$ cat src/rtl/sync_delay_pkg.sv
// Shared definitions for the delay-path latency measurement block.
package sync_delay_pkg;

  // Measurement FSM states.
  typedef enum logic [1:0] {
    ST_IDLE  = 2'd0,
    ST_FLUSH = 2'd1,
    ST_SEND  = 2'd2,
    ST_WAIT  = 2'd3
  } state_t;

  // All-ones word of the given width. Callers cast it down to their data
  // width, so widths up to 64 bits are supported.
  function automatic logic [63:0] marker_word(input int width);
    if (width >= 64) return '1;
    return (64'd1 << width) - 64'd1;
  endfunction

  // Value driven into the path whenever no marker is being sent.
  function automatic logic [63:0] idle_word(input int width);
    return (width > 0) ? 64'd0 : 64'd0;
  endfunction

  // Counter width able to hold every value from 0 up to max_delay.
  function automatic int cnt_width(input int max_delay);
    return $clog2(max_delay + 1);
  endfunction

endpackage

$ cat src/rtl/sync_delay_cnt.sv
// Saturating up-counter shared by the flush phase and the wait phase.
import sync_delay_pkg::*;

module sync_delay_cnt #(
  parameter int MAX_DELAY = 64,
  parameter int CSIZE     = cnt_width(MAX_DELAY)
) (
  input  logic             clk,
  input  logic             Reset,
  input  logic             clr,
  input  logic             en,
  output logic [CSIZE-1:0] count,
  output logic             tc,
  output logic             pre_tc
);

  // tc marks the last measurable cycle; pre_tc ends a MAX_DELAY-long flush.
  assign tc     = (count == CSIZE'(MAX_DELAY));
  assign pre_tc = (count == CSIZE'(MAX_DELAY - 1));

  // Count up, holding at MAX_DELAY so the value can never wrap.
  always_ff @(posedge clk or negedge Reset) begin
    if (!Reset) begin
      count <= '0;
    end else if (clr) begin
      count <= '0;
    end else if (en && !tc) begin
      count <= count + 1'b1;
    end
  end

endmodule

$ cat src/rtl/sync_delay_measure.sv
// Drives a marker into a delay path and reports how many cycles it takes
// to come back. The path is flushed with idle data first so stale markers
// from an earlier or aborted measurement cannot be mistaken for the new one.
import sync_delay_pkg::*;

module sync_delay_measure #(
  parameter int DSIZE     = 1,
  parameter int MAX_DELAY = 64,
  parameter int CSIZE     = cnt_width(MAX_DELAY)
) (
  input  logic             clk,
  input  logic             Reset,
  input  logic             start,
  output logic [DSIZE-1:0] Dout,
  input  logic [DSIZE-1:0] Din_ret,
  output logic             busy,
  output logic             done,
  output logic             timeout,
  output logic [CSIZE-1:0] delay,
  output logic             delay_valid,
  output state_t           state
);

  localparam logic [DSIZE-1:0] MARKER    = DSIZE'(marker_word(DSIZE));
  localparam logic [DSIZE-1:0] IDLE_DATA = DSIZE'(idle_word(DSIZE));

  // Request handshake: start is a single-cycle request that is accepted only
  // in IDLE while busy is 0. busy stays high through the done/timeout pulse
  // cycle and drops on the clock after it, so a start in any cycle where
  // busy is 1 (including the result cycle) is dropped without side effects.

  state_t           state_nxt;
  logic             cnt_clr;
  logic             cnt_en;
  logic [CSIZE-1:0] count;
  logic             cnt_tc;
  logic             cnt_pre;
  logic             match;

  // Only a full all-ones return counts; partial matches are ignored.
  assign match = (Din_ret == MARKER);

  sync_delay_cnt #(
    .MAX_DELAY (MAX_DELAY),
    .CSIZE     (CSIZE)
  ) u_cnt (
    .clk    (clk),
    .Reset  (Reset),
    .clr    (cnt_clr),
    .en     (cnt_en),
    .count  (count),
    .tc     (cnt_tc),
    .pre_tc (cnt_pre)
  );

  // Next-state and counter control.
  always_comb begin
    state_nxt = state;
    cnt_clr   = 1'b0;
    cnt_en    = 1'b0;
    case (state)
      ST_IDLE: begin
        if (start && !busy) begin
          state_nxt = ST_FLUSH;
          cnt_clr   = 1'b1;
        end
      end
      ST_FLUSH: begin
        // Counts 0..MAX_DELAY-1, i.e. exactly MAX_DELAY flush cycles.
        if (cnt_pre) begin
          state_nxt = ST_SEND;
          cnt_clr   = 1'b1;
        end else begin
          cnt_en = 1'b1;
        end
      end
      ST_SEND: begin
        // SEND is cycle 0; leaving it without a match puts the counter at 1.
        if (match) begin
          state_nxt = ST_IDLE;
        end else begin
          state_nxt = ST_WAIT;
          cnt_en    = 1'b1;
        end
      end
      ST_WAIT: begin
        if (match || cnt_tc) begin
          state_nxt = ST_IDLE;
        end else begin
          cnt_en = 1'b1;
        end
      end
      default: state_nxt = ST_IDLE;
    endcase
  end

  // State, stimulus and result registers.
  always_ff @(posedge clk or negedge Reset) begin
    if (!Reset) begin
      state       <= ST_IDLE;
      Dout        <= IDLE_DATA;
      busy        <= 1'b0;
      done        <= 1'b0;
      timeout     <= 1'b0;
      delay       <= '0;
      delay_valid <= 1'b0;
    end else begin
      state   <= state_nxt;
      done    <= 1'b0;
      timeout <= 1'b0;
      Dout    <= (state_nxt == ST_SEND) ? MARKER : IDLE_DATA;
      case (state)
        ST_IDLE: begin
          if (busy) begin
            busy <= 1'b0;
          end else if (start) begin
            busy        <= 1'b1;
            delay_valid <= 1'b0;
          end
        end
        ST_SEND, ST_WAIT: begin
          if (match) begin
            done        <= 1'b1;
            delay       <= count;
            delay_valid <= 1'b1;
          end else if ((state == ST_WAIT) && cnt_tc) begin
            timeout     <= 1'b1;
            delay       <= '1;
            delay_valid <= 1'b0;
          end
        end
        default: ;
      endcase
    end
  end

endmodule

$ cat config.mk
export PLATFORM = sky130hd
export DESIGN_NAME = sync_delay_measure
export DESIGN_NICKNAME = d
export VERILOG_FILES = /design/src/rtl/sync_delay_pkg.sv /design/src/rtl/sync_delay_cnt.sv /design/src/rtl/sync_delay_measure.sv
export SDC_FILE = /design/constraint.sdc
export NUM_CORES = 1
export LEC_CHECK = 0
export BUFFER_PORTS_ARGS = -buffer_cell sky130_fd_sc_hd__buf_2
export CORE_UTILIZATION = 45
export DETAILED_ROUTE_END_ITERATION = 8
export PLACE_DENSITY_LB_ADDON = 0.12
export SLEW_MARGIN = 15
export SYNTH_ARGS = -nofsm -noshare
export SYNTH_HDL_FRONTEND = slang
export SYNTH_SLANG_ARGS = --single-unit
$ cat constraint.sdc
create_clock -name clk -period 2.6 [get_ports clk]
set_clock_uncertainty 0.1 [all_clocks]
set_input_delay 0.13 -clock clk [delete_from_list [all_inputs] [get_ports clk]]
set_output_delay 0.13 -clock clk [all_outputs]
set_load 0.1 [all_outputs]
==> results.md, run 1 <==
- CP startpoint kind: register
- Synth async-reset ratio: 1.000
- Post-synth EDFFs: 0
- Terminus of the critical flop-to-flop path: delay_valid
- RSZ-0062 raised after global routing: false
- Post-synth top area share: 0.4953
- Most numerous cell in the Yosys netlist: dfrtp_1
- H-tree levels: 1
- Clk Tree Root Cell: clkbuf_4
- IO Pins: 18
- Post-DP HPWL: around 1.5 mm
- Die Wd: 50.56 um
- Max Buffers Root-to-Sink: 2
- Syn nets: ~100
- Initial antenna violation count: 0
- Placer Congestion: around 0.76
- Top cells by count, synth: dfrtp_1, nor2_1, a21oi_1, o22a_1
- Cell taking the most area after synthesis: dfrtp_1
- First-pass GRT wire length: ~3.7 mm
- Post-DR vias/cell: ~5.7
- CTS Sinks: 21
- Post-route DRC: 0
- CP max stage cell: or4b_4
- Largest cells by area after synthesis: dfrtp_1, o22a_1, a2bb2oi_2
- WP data required: between 2 and 3 ns
- TritonCTS clock tree: done
- Die ar.: about 2600 um2
- Routed WL: about 2.1 mm
- Synth Cell Area: 1061 um2
- Worst Reg2Reg Path Length in Cells: 6
- Top FF cell, synth: dfrtp_1
- Initial core utilization: 0.4796
- Cell depth of the worst hold path: 4
- Crit. End Element: register
- Antenna diodes: 0
- CP max stage delay: roughly 0.5 ns
- Core Rows: 17
- Per-cell routed wire length: between 15 and 20 um
- PostCTS Resize Cnt: 0
- Core area: approximately 2200 um2
- Worst-margin pin slew: around 0.50 ns
- Fmax achieved: 499.2 MHz
- Mapped Cells: 95
- Final worst path period need: about 2.0 ns
- Clock latency on the worst-skew pair: 0.30 ns
- Slew Limit Headroom: 0.6697
- Clock Pin Slew Worst Setup and Hold Paths: 0.11 ns
- Die H: 50.56 um
- Ys Warns: 0
- GRT overflow: 0
- Post-synthesis cell type count: 41
- Nets: 120
- Setup Crit Path Kind: reg -> reg
- Synthesis-to-finish area growth: 11.91%
- Total iterations of the first detailed-routing run: 4
- Post-synthesis sequential area ratio: 0.4953
- Yosys reg bits: 21
- Number of buffers added on ports: 17
- Worst min-delay path class: in -> reg
- Period utilization: 0.7705
- Final Hold Viols: 0
- Outcome: completed
- GRT Total Usage: 0.1981
- CP max FO: 4
- Layout cell share with drive strength beyond 1: 0.2743
- WHS Endpoint: u_cnt.count[6]
- Reg-to-Reg Start: u_cnt.count[0]
- Final setup viols: 0
- Largest net degree at the start of global routing: 22
- Arrival @ worst endpoint: between 2 and 2.5 ns
- CTS buffer count: 3
- Final Max Tran Viols: 0
- Setup TNS: 0 ns
- Postcts setup bufs: 0
- Via Count: between 700 and 800
- Hold_sp: Din_ret
- DR iter-0 viols: 17
- R2r setup slk: between 0.5 and 0.6 ns
- Mean post-synth cell area: ~11 um2
- # Max-Cap Violations: 0
- Post-route ant nets: 0
- CP Cell Sequence: inv_1 > ha_1 > or4b_4 > nor2_4 > nand2_2 > a311o_1
- Vias in the first global route: 771
-- registers in the layout (all words and copies together) (netlist names) --
| name | cells |
|---|---|
| delay | 7 |
| u_cnt.count | 7 |
| state | 2 |
| Dout | 1 |
| busy | 1 |
| delay_valid | 1 |
| done | 1 |
| timeout | 1 |
-- cells by family (layout without fill, tap and decap cells) --
kind of cell,Yosys count,after routing,synth area share
AND/OR/NAND/NOR,35,35,0.2076
AO/OA/AOI/OAI,28,28,0.2205
flip-flops,21,21,0.4953
buffers and inverters,8,26,0.04245
adder cells (fa/ha/maj),2,2,0.02358
multiplexers,1,1,0.01061
-- how the worst max path moves through the flow --
stage,end,depth (start not counted),slack [ns],from
floorplan,u_cnt.count[5],4,0.39,state[1]
global placement,delay_valid,6,0.61,u_cnt.count[0]
detailed placement,delay_valid,6,0.63,u_cnt.count[0]
CTS,delay_valid,6,0.58,u_cnt.count[0]
global route,u_cnt.count[2],6,0.49,u_cnt.count[0]
finish,delay_valid,6,0.60,u_cnt.count[0]
-- timing repair --
item	CTS	global route
setup endpoints to repair	0	0
endpoints found under the hold margin	21	0
hold buffers	1	0
-- layout by cell type, fill, tap and decap left out, types with 2 or more instances in the layout --
cell,count
nor3b_1,2
buf_2,17
nand2_1,4
ha_1,2
o22a_1,5
a21oi_1,5
nor2_1,7
and3_1,2
nor3_1,3
dfrtp_1,21
nand3_1,4
o21ai_0,3
a31oi_1,2
a2bb2oi_2,2
inv_1,3
o31ai_1,2
clkbuf_4,3
-- routing by layer --
layer	routed length [um]	GRT usage	vias to the layer above
li1	-	-	397
met1	1017	0.2734	381
met2	1018	0.2978	16
met3	83	0.03939	4
met4	27	0.09259	0
met5	0	0	-
-- layout make-up --
class / count / area [um2]
inverter: 4 / 15.01
fill: 212 / 1025
multi-input combinational: 66 / 490.5
tap: 28 / 35.03
timing repair buffer: 18 / 95.09
sequential: 21 / 525.5
clock buffer: 4 / 26.28
-- worst max-delay path: cells and delay by family (launching register included) --
family,cells,cell delay [ns]
compound gates,1,0.36
fa+ha+maj,1,0.16
buf+inv,1,0.13
flops,1,0.43
simple gates,3,0.70
-- stage by stage --
stage                     hold WS, ns  cell area [um2]  utilization  cells  worst slack (ns)
after floorplan               -0.2656             1061            -     95            0.3928
after global placement       0.004254             1151       0.5204    136            0.6127
after detailed placement     0.007814             1151       0.5204    136            0.6287
after CTS                      0.1293             1187       0.5368    141            0.5752
after global routing           0.1366             1187       0.5368    141            0.4935
final                          0.1378             1187       0.5368    141            0.5967
Power of run 1 is left out: the tool's default activity adds up to more than one toggle a clock period on the data nets, which glitch-free logic cannot reach.
==> inputs of run 2 (changes only) <==
==> constraint.sdc (replaced) <==
create_clock -name clk -period 1.76 [get_ports clk]
set_clock_uncertainty 0.1 [all_clocks]
set_input_delay 0.088 -clock clk [delete_from_list [all_inputs] [get_ports clk]]
set_output_delay 0.088 -clock clk [all_outputs]
set_load 0.1 [all_outputs]
==> run 2 against run 1 <==
The flow now finishes with violations (setup timing). Sequential cell count is the same. Critical path depth is the same. Via count grew 14%. Core utilization grew 8.0 points. Routed wire length grew 13%. Highest routed layer unchanged. Die area is the same. Global-route usage grew 0.82 points.
==> results.md, run 2 (synthesis gave the netlist of run 1 again) <==
- Layout cell share with drive strength beyond 1: 0.4545
- Synthesis-to-finish area growth: 28.54%
- CP max FO: 3
- Top Registers: delay (7), u_cnt.count (7), state (2)
- Initial antenna violation count: 0
- Fin worst setup slack: -0.05945 ns
- Number of buffers added on ports: 17
- Antenna diodes: 0
- Final Hold Viols: 0
- Terminus of the critical flop-to-flop path: u_cnt.count[2]
- Post-DR vias/cell: between 5 and 6
- Final Max Tran Viols: 0
- WP data required: about 1.8 ns
- Final worst path period need: roughly 1.8 ns
- Total iterations of the first detailed-routing run: 4
- Largest net degree at the start of global routing: 22
- Final setup viols: 7
- Per-cell routed wire length: between 15 and 20 um
- Placer Congestion: around 0.75
- Die Wd: 50.56 um
- CP max stage delay: around 0.50 ns
- Reg-to-Reg Start: u_cnt.count[0]
- Crit. End Element: register
- Core Rows: 17
- Clock latency on the worst-skew pair: ~0.30 ns
- Post-route ant nets: 0
- First-pass GRT wire length: between 3 and 4 mm
- Worst Setup SP: u_cnt.count[0]
- CP max stage cell: or4b_4
- Crit path to: u_cnt.count[2]
- Layout filler cell count: approximately 200
- H-tree levels: 1
- Placed Area: roughly 1300 um2
- IO Pins: 18
- Die ar.: between 2000 and 3000 um2
- Most frequent cells in the layout: dfrtp_1, buf_4, buf_2
- Fmax achieved: between 500 and 600 MHz
- Arrival @ worst endpoint: roughly 1.9 ns
- # Max-Cap Violations: 0
- Post-DP HPWL: roughly 1.8 mm
- GRT Total Usage: 0.2062
- Post-route DRC: 0
- RSZ-0062 raised after global routing: true
- CP Cell Sequence: inv_2 > ha_1 > or4b_4 > or2_4 > a31oi_1 > a311oi_1
- Clock Pin Slew Worst Setup and Hold Paths: roughly 0.12 ns
- Final core occ: 0.6165
- Worst min-delay path class: in -> reg
- Slew Limit Headroom: 0.6783
- GRT overflow: 0
- CP startpoint kind: register
- TritonCTS clock tree: done
- Outcome: finished with violations
- Core area: around 2200 um2
- Via Count: roughly 910
- Nets: 139
- Vias in the first global route: ~850
- CTS buffer count: 3
- Routed WL: 2.417 mm
- CTS Sinks: 21
- Initial core utilization: 0.4796
- Die H: 50.56 um
- Most common cell after layout, fill and taps aside: dfrtp_1
- Final design instance area without fill: 1364 um2
- Max Buffers Root-to-Sink: 2
- Clk Tree Root Cell: clkbuf_4
- Period utilization: 1.034
- Worst-margin pin slew: slightly below 0.5 ns
- Violated checks: setup timing
- DR iter-0 viols: 42
- Setup Crit Path Kind: reg -> reg
- R2r setup slk: -0.06 ns
- Worst Reg2Reg Path Length in Cells: 6
[run 2: metal layers]
metal | global-route usage | vias to the layer above | wire length [um]
met5 | 0 | - | 0
met1 | 0.2996 | 440 | 1115
met2 | 0.3311 | 29 | 1145
li1 | - | 433 | -
met3 | 0.01818 | 4 | 117
met4 | 0.05556 | 0 | 38
[run 2: timing repair]
action                     CTS  global route
hold endpoints to repair    21             0
setup buffers                2             0
resized for setup            4             4
cloned                       0             0
pin swaps                    8             2
setup endpoints to repair   12            17
hold buffers                 1             0
[run 2: worst max-delay path: cells and delay by family, from the launching register on]
family                   cells  cell delay (ns)
AO/OA/AOI/OAI                2             0.21
flip-flops                   1             0.43
AND/OR/NAND/NOR              2             0.77
buffers and inverters        1             0.07
adder cells (fa/ha/maj)      1             0.12
[run 2: worst min path at each step]
stage                          end  cells past startpoint    start
global placement              Dout                      1    Reset
CTS                 u_cnt.count[6]                      4  Din_ret
finish              u_cnt.count[6]                      4  Din_ret
floorplan                     Dout                      0    Reset
detailed placement            Dout                      1    Reset
global route        u_cnt.count[6]                      4  Din_ret
[run 2: layout make-up]
class	instances	area, um2	share of cell area
sequential	21	530.5	0.3890
multi-input combinational	66	515.5	0.3780
timing repair buffer	37	241.5	0.1771
tap	28	35.03	0.02569
clock buffer	4	26.28	0.01927
inverter	4	15.01	0.01101
[run 2: per-stage QoR]
| stage | setup slack, ns | hold WS (ns) | instances | setup TNS (ns) |
|---|---|---|---|---|
| 3_3_place_gp | -0.01943 | -0.03648 | 153 | -0.01943 |
| 6_report | -0.05945 | 0.1021 | 160 | -0.1283 |
| 4_1_cts | -0.04358 | 0.08729 | 160 | -0.1267 |
| 3_5_place_dp | -0.06903 | -0.02700 | 153 | -0.1308 |
| 5_1_grt | -0.1255 | 0.1303 | 160 | -1.087 |
| 2_1_floorplan | -0.04055 | -0.3076 | 95 | -0.05021 |
Power of run 2 is left out for the same reason.
